### config.mk
export PLATFORM = sky130hd
export DESIGN_NAME = mem_port_arbiter
export DESIGN_NICKNAME = d
export VERILOG_FILES = /design/src/rtl/mem_port_arbiter.sv
export SDC_FILE = /design/constraint.sdc
export NUM_CORES = 1
export LEC_CHECK = 0
export BUFFER_PORTS_ARGS = -buffer_cell sky130_fd_sc_hd__buf_4
export CORE_MARGIN = 2
export CORE_UTILIZATION = 46
export DETAILED_ROUTE_END_ITERATION = 8
export PLACE_DENSITY = 0.88
export SETUP_SLACK_MARGIN = 0.1
export SLEW_MARGIN = 40
export SYNTH_ARGS = -nofsm -noshare
export SYNTH_HDL_FRONTEND = slang
export SYNTH_SLANG_ARGS = --single-unit
### constraint.sdc
create_clock -name clk -period 1.8 [get_ports clk]
set_input_delay 0.09 -clock clk [delete_from_list [all_inputs] [get_ports clk]]
set_output_delay 0.09 -clock clk [all_outputs]
set_load 0.05 [all_outputs]
### src/rtl/mem_port_arbiter.sv
// mem_port_arbiter: shares one single-port memory between an instruction
// fetch port and a load/store port. Data wins by default. A starvation
// counter hands the slot to fetch after STARVE_MAX back-to-back data grants
// made while fetch was waiting. Each access is one issue cycle, then
// MEM_LATENCY counted edges, then a one-cycle done pulse back in IDLE.

module mem_port_arbiter #(
    parameter int MEM_LATENCY = 2,
    parameter int STARVE_MAX  = 4
) (
    input  logic        clk,
    input  logic        reset_n,

    input  logic        if_req,
    input  logic [31:0] if_addr,
    output logic        if_done,
    output logic [31:0] if_rdata,

    input  logic        d_req,
    input  logic        d_we,
    input  logic [31:0] d_addr,
    input  logic [31:0] d_wdata,
    input  logic [3:0]  d_be,
    output logic        d_done,
    output logic [31:0] d_rdata,

    output logic        mem_en,
    output logic        mem_we,
    output logic [31:0] mem_addr,
    output logic [31:0] mem_wdata,
    output logic [3:0]  mem_be,
    input  logic [31:0] mem_rdata,

    output logic        stall_if,
    output logic        stall_mem
);

    localparam int WCW = (MEM_LATENCY > 1) ? $clog2(MEM_LATENCY) : 1;
    localparam int SCW = $clog2(STARVE_MAX + 1);

    typedef enum logic [1:0] {
        IDLE    = 2'd0,
        IF_BUSY = 2'd1,
        D_BUSY  = 2'd2
    } state_t;

    state_t         state;
    state_t         state_next;
    logic [WCW-1:0] wait_cnt;
    logic [SCW-1:0] starve_cnt;
    logic           lat_we;     // in-flight data access is a store
    logic           grant_d;
    logic           grant_if;
    logic           last_edge;  // this edge is the final counted (capture) edge
    logic           starved;

    // Fetch is owed the slot once data has won STARVE_MAX times in a row.
    assign starved   = (starve_cnt == SCW'(STARVE_MAX));
    assign last_edge = (wait_cnt == WCW'(MEM_LATENCY - 1));

    // Arbitration and next-state decode; grants only happen in IDLE, so
    // input changes while busy cannot disturb the in-flight access.
    always_comb begin
        state_next = state;
        grant_d    = 1'b0;
        grant_if   = 1'b0;
        case (state)
            IDLE: begin
                if (d_req && !(if_req && starved)) begin
                    grant_d    = 1'b1;
                    state_next = D_BUSY;
                end else if (if_req) begin
                    grant_if   = 1'b1;
                    state_next = IF_BUSY;
                end
            end
            IF_BUSY, D_BUSY: begin
                if (last_edge) state_next = IDLE;
            end
            default: state_next = IDLE;
        endcase
    end

    // State register.
    always_ff @(posedge clk or negedge reset_n) begin
        if (!reset_n) state <= IDLE;
        else          state <= state_next;
    end

    // Latency counter: counts edges from the issue cycle, restarts per access.
    always_ff @(posedge clk or negedge reset_n) begin
        if (!reset_n) begin
            wait_cnt <= '0;
        end else if (state != IDLE) begin
            wait_cnt <= last_edge ? '0 : wait_cnt + WCW'(1);
        end else begin
            wait_cnt <= '0;
        end
    end

    // Starvation counter: counts data grants that bypassed a waiting fetch.
    always_ff @(posedge clk or negedge reset_n) begin
        if (!reset_n) begin
            starve_cnt <= '0;
        end else if (grant_d && if_req) begin
            starve_cnt <= starve_cnt + SCW'(1);
        end else if (grant_if || (state == IDLE && !if_req)) begin
            starve_cnt <= '0;
        end
    end

    // Memory issue: latch the winner at grant, strobe for exactly one cycle,
    // hold address/data/enables afterwards.
    always_ff @(posedge clk or negedge reset_n) begin
        if (!reset_n) begin
            mem_en    <= 1'b0;
            mem_we    <= 1'b0;
            mem_addr  <= '0;
            mem_wdata <= '0;
            mem_be    <= '0;
            lat_we    <= 1'b0;
        end else begin
            mem_en <= grant_d | grant_if;
            mem_we <= grant_d & d_we;
            if (grant_d) begin
                mem_addr  <= d_addr;
                mem_wdata <= d_wdata;
                mem_be    <= d_be;
                lat_we    <= d_we;
            end else if (grant_if) begin
                mem_addr  <= if_addr;
                mem_be    <= 4'hF;
                lat_we    <= 1'b0;
            end
        end
    end

    // Read capture on the final counted edge; done pulses the following cycle.
    always_ff @(posedge clk or negedge reset_n) begin
        if (!reset_n) begin
            if_done  <= 1'b0;
            d_done   <= 1'b0;
            if_rdata <= '0;
            d_rdata  <= '0;
        end else begin
            if_done <= (state == IF_BUSY) && last_edge;
            d_done  <= (state == D_BUSY) && last_edge;
            if (state == IF_BUSY && last_edge) if_rdata <= mem_rdata;
            if (state == D_BUSY && last_edge && !lat_we) d_rdata <= mem_rdata;
        end
    end

    assign stall_if  = if_req & ~if_done;
    assign stall_mem = d_req & ~d_done;

endmodule

# Word level (Yosys, flattened, before mapping)
# Index checks and enable logic that the tools add are counted.
# Widths: inputs -> output; s select.
# op_classes
add_sub_neg	2
n_eq_ne	5
muxes	19
bitwise	6
reduce_logical	17
# ops
cell	n
$mux 32	2
$mux 1	9
$mux 4	2
$logic_and 1x1->1	7
$mux 2	3
$mux 3	2
$reduce_bool 2->1	3
$pmux 2 s2	1
$add 3x1->3 const B	1
$and 1x1->1	3
$eq 3x3->1 const B	1
$logic_not 1->1	3
$ne 3x3->1 const B	1
$eq 2x1->1 const B	1
$eq 2x2->1 const B	1
$logic_not 2->1	1
$ne 2x2->1 const B	1
$not 1->1	2
$reduce_and 2->1	1
$reduce_or 2->1	1
$add 1x1->1 const B	1
$logic_or 1x1->1	1
$or 1x1->1	1
# word_totals
reg_bits	143
input_bits	137
elab_cells	62

# Longest topological paths before layout
# logic_depth
ltp_word	9
mapped_depth	7

# Worst setup path before layout
# No wires, ideal clock.
# synth_timing
kind	reg2reg
startpoint	reg state[0]
endpoint	reg d_rdata[10]
setup_ns	0.125
arrival_ns	1.502
required_ns	1.675
slack_ns	0.174
stages_incl_launch_ff	8
synth_period_minus_slack_ns	1.626
path_cell_list	dfrtp_1 -> inv_1 -> ha_1 -> and2_1 -> nand2b_1 -> clkbuf_1 -> buf_2 -> mux2_2
# synth_between
elab_chain_len	3
# synth_lines
element	line	text
start: declaration	47	state_t state;
start signal: assignment	87	else state <= state_next;
$eq 2x2->1	149	if (state == D_BUSY && last_edge && !lat_we) d_rdata <= mem_rdata;
$logic_and 1x1->1 (2 in a row)	149	
end signal: assignment	149	
end: declaration	25	output logic [31:0] d_rdata,
# Every way passes these cells.
# A chain may end at the register's enable or synchronous reset.

# Worst setup path after layout
# layout_timing
startpoint	reg starve_cnt[0]
endpoint	reg mem_wdata[14]
# layout_between
elab_chain_len	6
# layout_lines
element	line	text
start: declaration	50	logic [SCW-1:0] starve_cnt;
start signal: assignment	106	starve_cnt <= starve_cnt + SCW'(1);
$eq 3x3->1	58	assign starved = (starve_cnt == SCW'(STARVE_MAX));
$logic_and 1x1->1	69	if (d_req && !(if_req && starved)) begin
$logic_not 1->1	69	
$logic_and 1x1->1	69	
$mux 1	69	
$mux 1	67	case (state)
end signal: assignment	127	mem_wdata <= d_wdata;
end: declaration	30	output logic [31:0] mem_wdata,
# Every way passes these cells.

==> metrics.md <==
| Metric | Value |
|---|---|
| LEAKAGE | `4.77 nW` |
| CP Capture Type | `flip-flop` |
| Post-synthesis adder-cell area fraction | `1.08%` |
| Nets@finish | `938` |
| I/O pins | `275` |
| DIE HEIGHT | `116 um` |
| Slew HR | `76.3%` |
| Max cap viols | `0` |
| Mux share of post-synthesis cell area | `20.7%` |
| 1st-iter DRT viols | `311` |
| Setup TNS | `0 ns` |
| Synth warn | `0` |
| Port bufs | `274` |
| Crit share post-route | `90.7%` |
| Share of cells above drive strength 1 | `55.9%` |
| Row cnt | `41` |
| Minimum clock period | `1.63 ns` |
| Worst-Skew Late Latency | `0.42 ns` |
| Post-Syn Area per Cell | `15.6 um^2` |
| H-tree level count | `4` |
| FF-to-FF path depth | `6` |
| Clk sinks | `143` |
| Reg-to-Reg Start | `starve_cnt[0]$_DFFE_PN0P_` |
| PD cells | `2150 nW/um^2` |
| Clk slew on worst S/H paths | `0.06 ns` |
| Syn nets | `515` |
| Final count of hold timing violations | `0` |
| Status | `finished clean` |
| Number of global-route vias before repair | `5522` |
| # DRC | `0` |
| Worst slew pin tran | `0.354 ns` |
| Total die area | `13500 um^2` |
| Die Wd | `116 um` |
| Synth Instances | `373` |
| Setup crit start | `starve_cnt[0]$_DFFE_PN0P_` |
| Synthesized flop and latch total | `143` |
| DR pass1 iterations | `6` |
| Post-layout util | `81.5%` |
| Layout Cells excl Fill | `985` |
| Synthesis-to-layout area growth | `75.0%` |
| Largest fanout on the critical path | `9` |
| Kind of critical path | `flip-flop to flip-flop` |
| VDD IR max | `1290 uV` |
| Most common cell after layout, fill and taps aside | `buf_4` |
| Post-synthesis sequential area ratio | `61.6%` |
| Compound-cell area share of the yosys netlist | `7.91%` |
| First-pass GRT wire length | `29100 um` |
| Library cells used by synthesis | `29` |
| CP endpoint | `mem_wdata[14]$_DFFE_PN0P_` |
| Clock skew | `0.00795 ns` |
| Post-Synth XOR/XNOR Area | `0%` |
| Post-route ant nets | `0` |
| Antenna violations before repair | `4` |
| GRT Total Usage | `28.8%` |
| Largest family of logic cells by synthesized area | `multiplexers` |
| RSZ-0062 raised after global routing | `false` |
| Commonest non-fill, non-tap cells in the layout | `275 x buf_4, 143 x dfrtp_1, 136 x dlygate4sd3_1` |
| Hold Worst Slack | `0.135 ns` |
| Synth Area in Simple Gates | `5.39%` |
| Startpoint types | `flip-flop` |
| # placed instances | `810` |
| Slew Limit Fails | `0` |
| Post-DR vias/cell | `5.13` |
| Tot Pwr | `0.0218 W` |
| Worst Path Arrival | `1.93 ns` |
| Initial Utilization | `46.6%` |
| Area of the mapped netlist | `5810 um^2` |
| Total number of vias | `5050` |
| Hold Path Class | `input pin to async pin` |
| Overflow after GRT | `0` |
| CTS tree | `yes` |
| Placer Congestion | `0.799` |
| Register-to-register setup slack | `0.17 ns` |
| Wire length after detailed routing | `19700 um` |
| Post-DP HPWL | `11300 um` |
| Clock root cell | `clkbuf_16` |
| Placeable Area | `12500 um^2` |
| Final setup violation count | `0` |
| Critical Path RT | `2.10 ns` |
| R2r endpoint | `mem_wdata[14]$_DFFE_PN0P_` |
| DR WL/cell | `20.0 um` |
| CTS Buf Count | `17` |
| Clk buf depth | `2` |
| Max Freq | `613 MHz` |
| Largest net degree at the start of global routing | `59` |
metal layers:
| metal | up-vias | GRT usage (%) | part of all wire [%] |
|---|---|---|---|
| met1 | 2514 | 30.7 | 35 |
| li1 | 2193 | - | - |
| met5 | - | 0 | 0 |
| met2 | 264 | 52.0 | 54 |
| met4 | 0 | 15.9 | 4.6 |
| met3 | 79 | 7.58 | 6.3 |
layout make-up:
cell class	instances	area, um^2
diodes	4	10.0
clock buffers	21	450
clock inverters	11	133
fillers	637	2300
inverters	9	33.8
multi-input cells	199	2060
flip-flops and latches	143	3580
well taps	172	215
repair buffers	426	3680
worst max-delay path, stage by stage, from the launching register on:
cell and delay (ns):
dfrtp_1 0.35, inv_1 0.08, ha_1 0.25, nand3_2 0.09, and3_4 0.26, buf_12 0.16, mux2_2 0.34
repair_timing:
item / in CTS / in global routing
resized for setup: 0 / 8
endpoints found under the setup margin: 0 / 62
buffers inserted: 0 / 1
hold endpoints to repair: 281 / 0
hold buffers: 136 / 0
power by group:
group	switching, W	total, W	internal (W)
logic	0.00794	0.0125	0.00461
clock network	0.00138	0.00347	0.00209
registers	0.00101	0.00583	0.00482
per-stage QoR:
step                setup WS (ns)  area, um^2
floorplan                   0.174        5810
global placement            0.163        8110
detailed placement         0.0987        8110
CTS                         0.105       10100
global route               0.0752       10200
finish                      0.168       10200
worst min-delay path by stage:
stage | depth (start not counted) | startpoint | slack, ns | end
after floorplan | 0 | reset_n | -0.21 | d_done$_DFF_PN0_
after global placement | 1 | reset_n | -0.01 | d_rdata[17]$_DFFE_PN0P_
after detailed placement | 1 | reset_n | -0.005 | d_rdata[17]$_DFFE_PN0P_
after CTS | 2 | reset_n | 0.11 | d_rdata[17]$_DFFE_PN0P_
after global routing | 2 | reset_n | 0.15 | d_rdata[11]$_DFFE_PN0P_
final | 2 | reset_n | 0.14 | d_rdata[17]$_DFFE_PN0P_
cells by family (layout without fill, tap and decap cells):
kind of cell	count (synthesis)	after routing
compound gates	45	45
fa+ha+maj	5	5
buf+inv	31	467
flops	143	143
mux	97	97
other cells	0	4
simple gates	52	52
registers in the layout, indices dropped and copies added, names as in the netlist:
signal      flops
d_rdata        32
if_rdata       32
mem_addr       32
mem_wdata      32
mem_be          4
starve_cnt      3
state           2
d_done          1
if_done         1
last_edge       1
lat_we          1
mem_en          1
mem_we          1
cell usage after synthesis:
library cell / count / share of area, %
a21bo_2: 1 / 0.17
a21oi_1: 1 / 0.086
a32o_1: 1 / 0.17
and2_1: 1 / 0.11
and3_4: 1 / 0.19
and3b_1: 1 / 0.15
buf_12: 3 / 1.0
buf_2: 13 / 1.1
buf_6: 1 / 0.19
clkbuf_1: 5 / 0.32
dfrtp_1: 143 / 62
ha_1: 5 / 1.1
inv_1: 9 / 0.58
mux2_1: 1 / 0.19
mux2_2: 65 / 13
mux2_4: 30 / 7.8
mux2i_1: 1 / 0.17
nand2_1: 3 / 0.19
nand2b_1: 34 / 3.7
nand3_1: 4 / 0.34
nand3_2: 1 / 0.17
nor2_1: 4 / 0.26
nor2b_1: 2 / 0.22
nor3_1: 1 / 0.086
o21ai_0: 1 / 0.086
o21ai_2: 1 / 0.15
o221a_2: 32 / 6.2
o22a_1: 4 / 0.60
o22ai_1: 4 / 0.43
(Power assumes the default switching activity.)
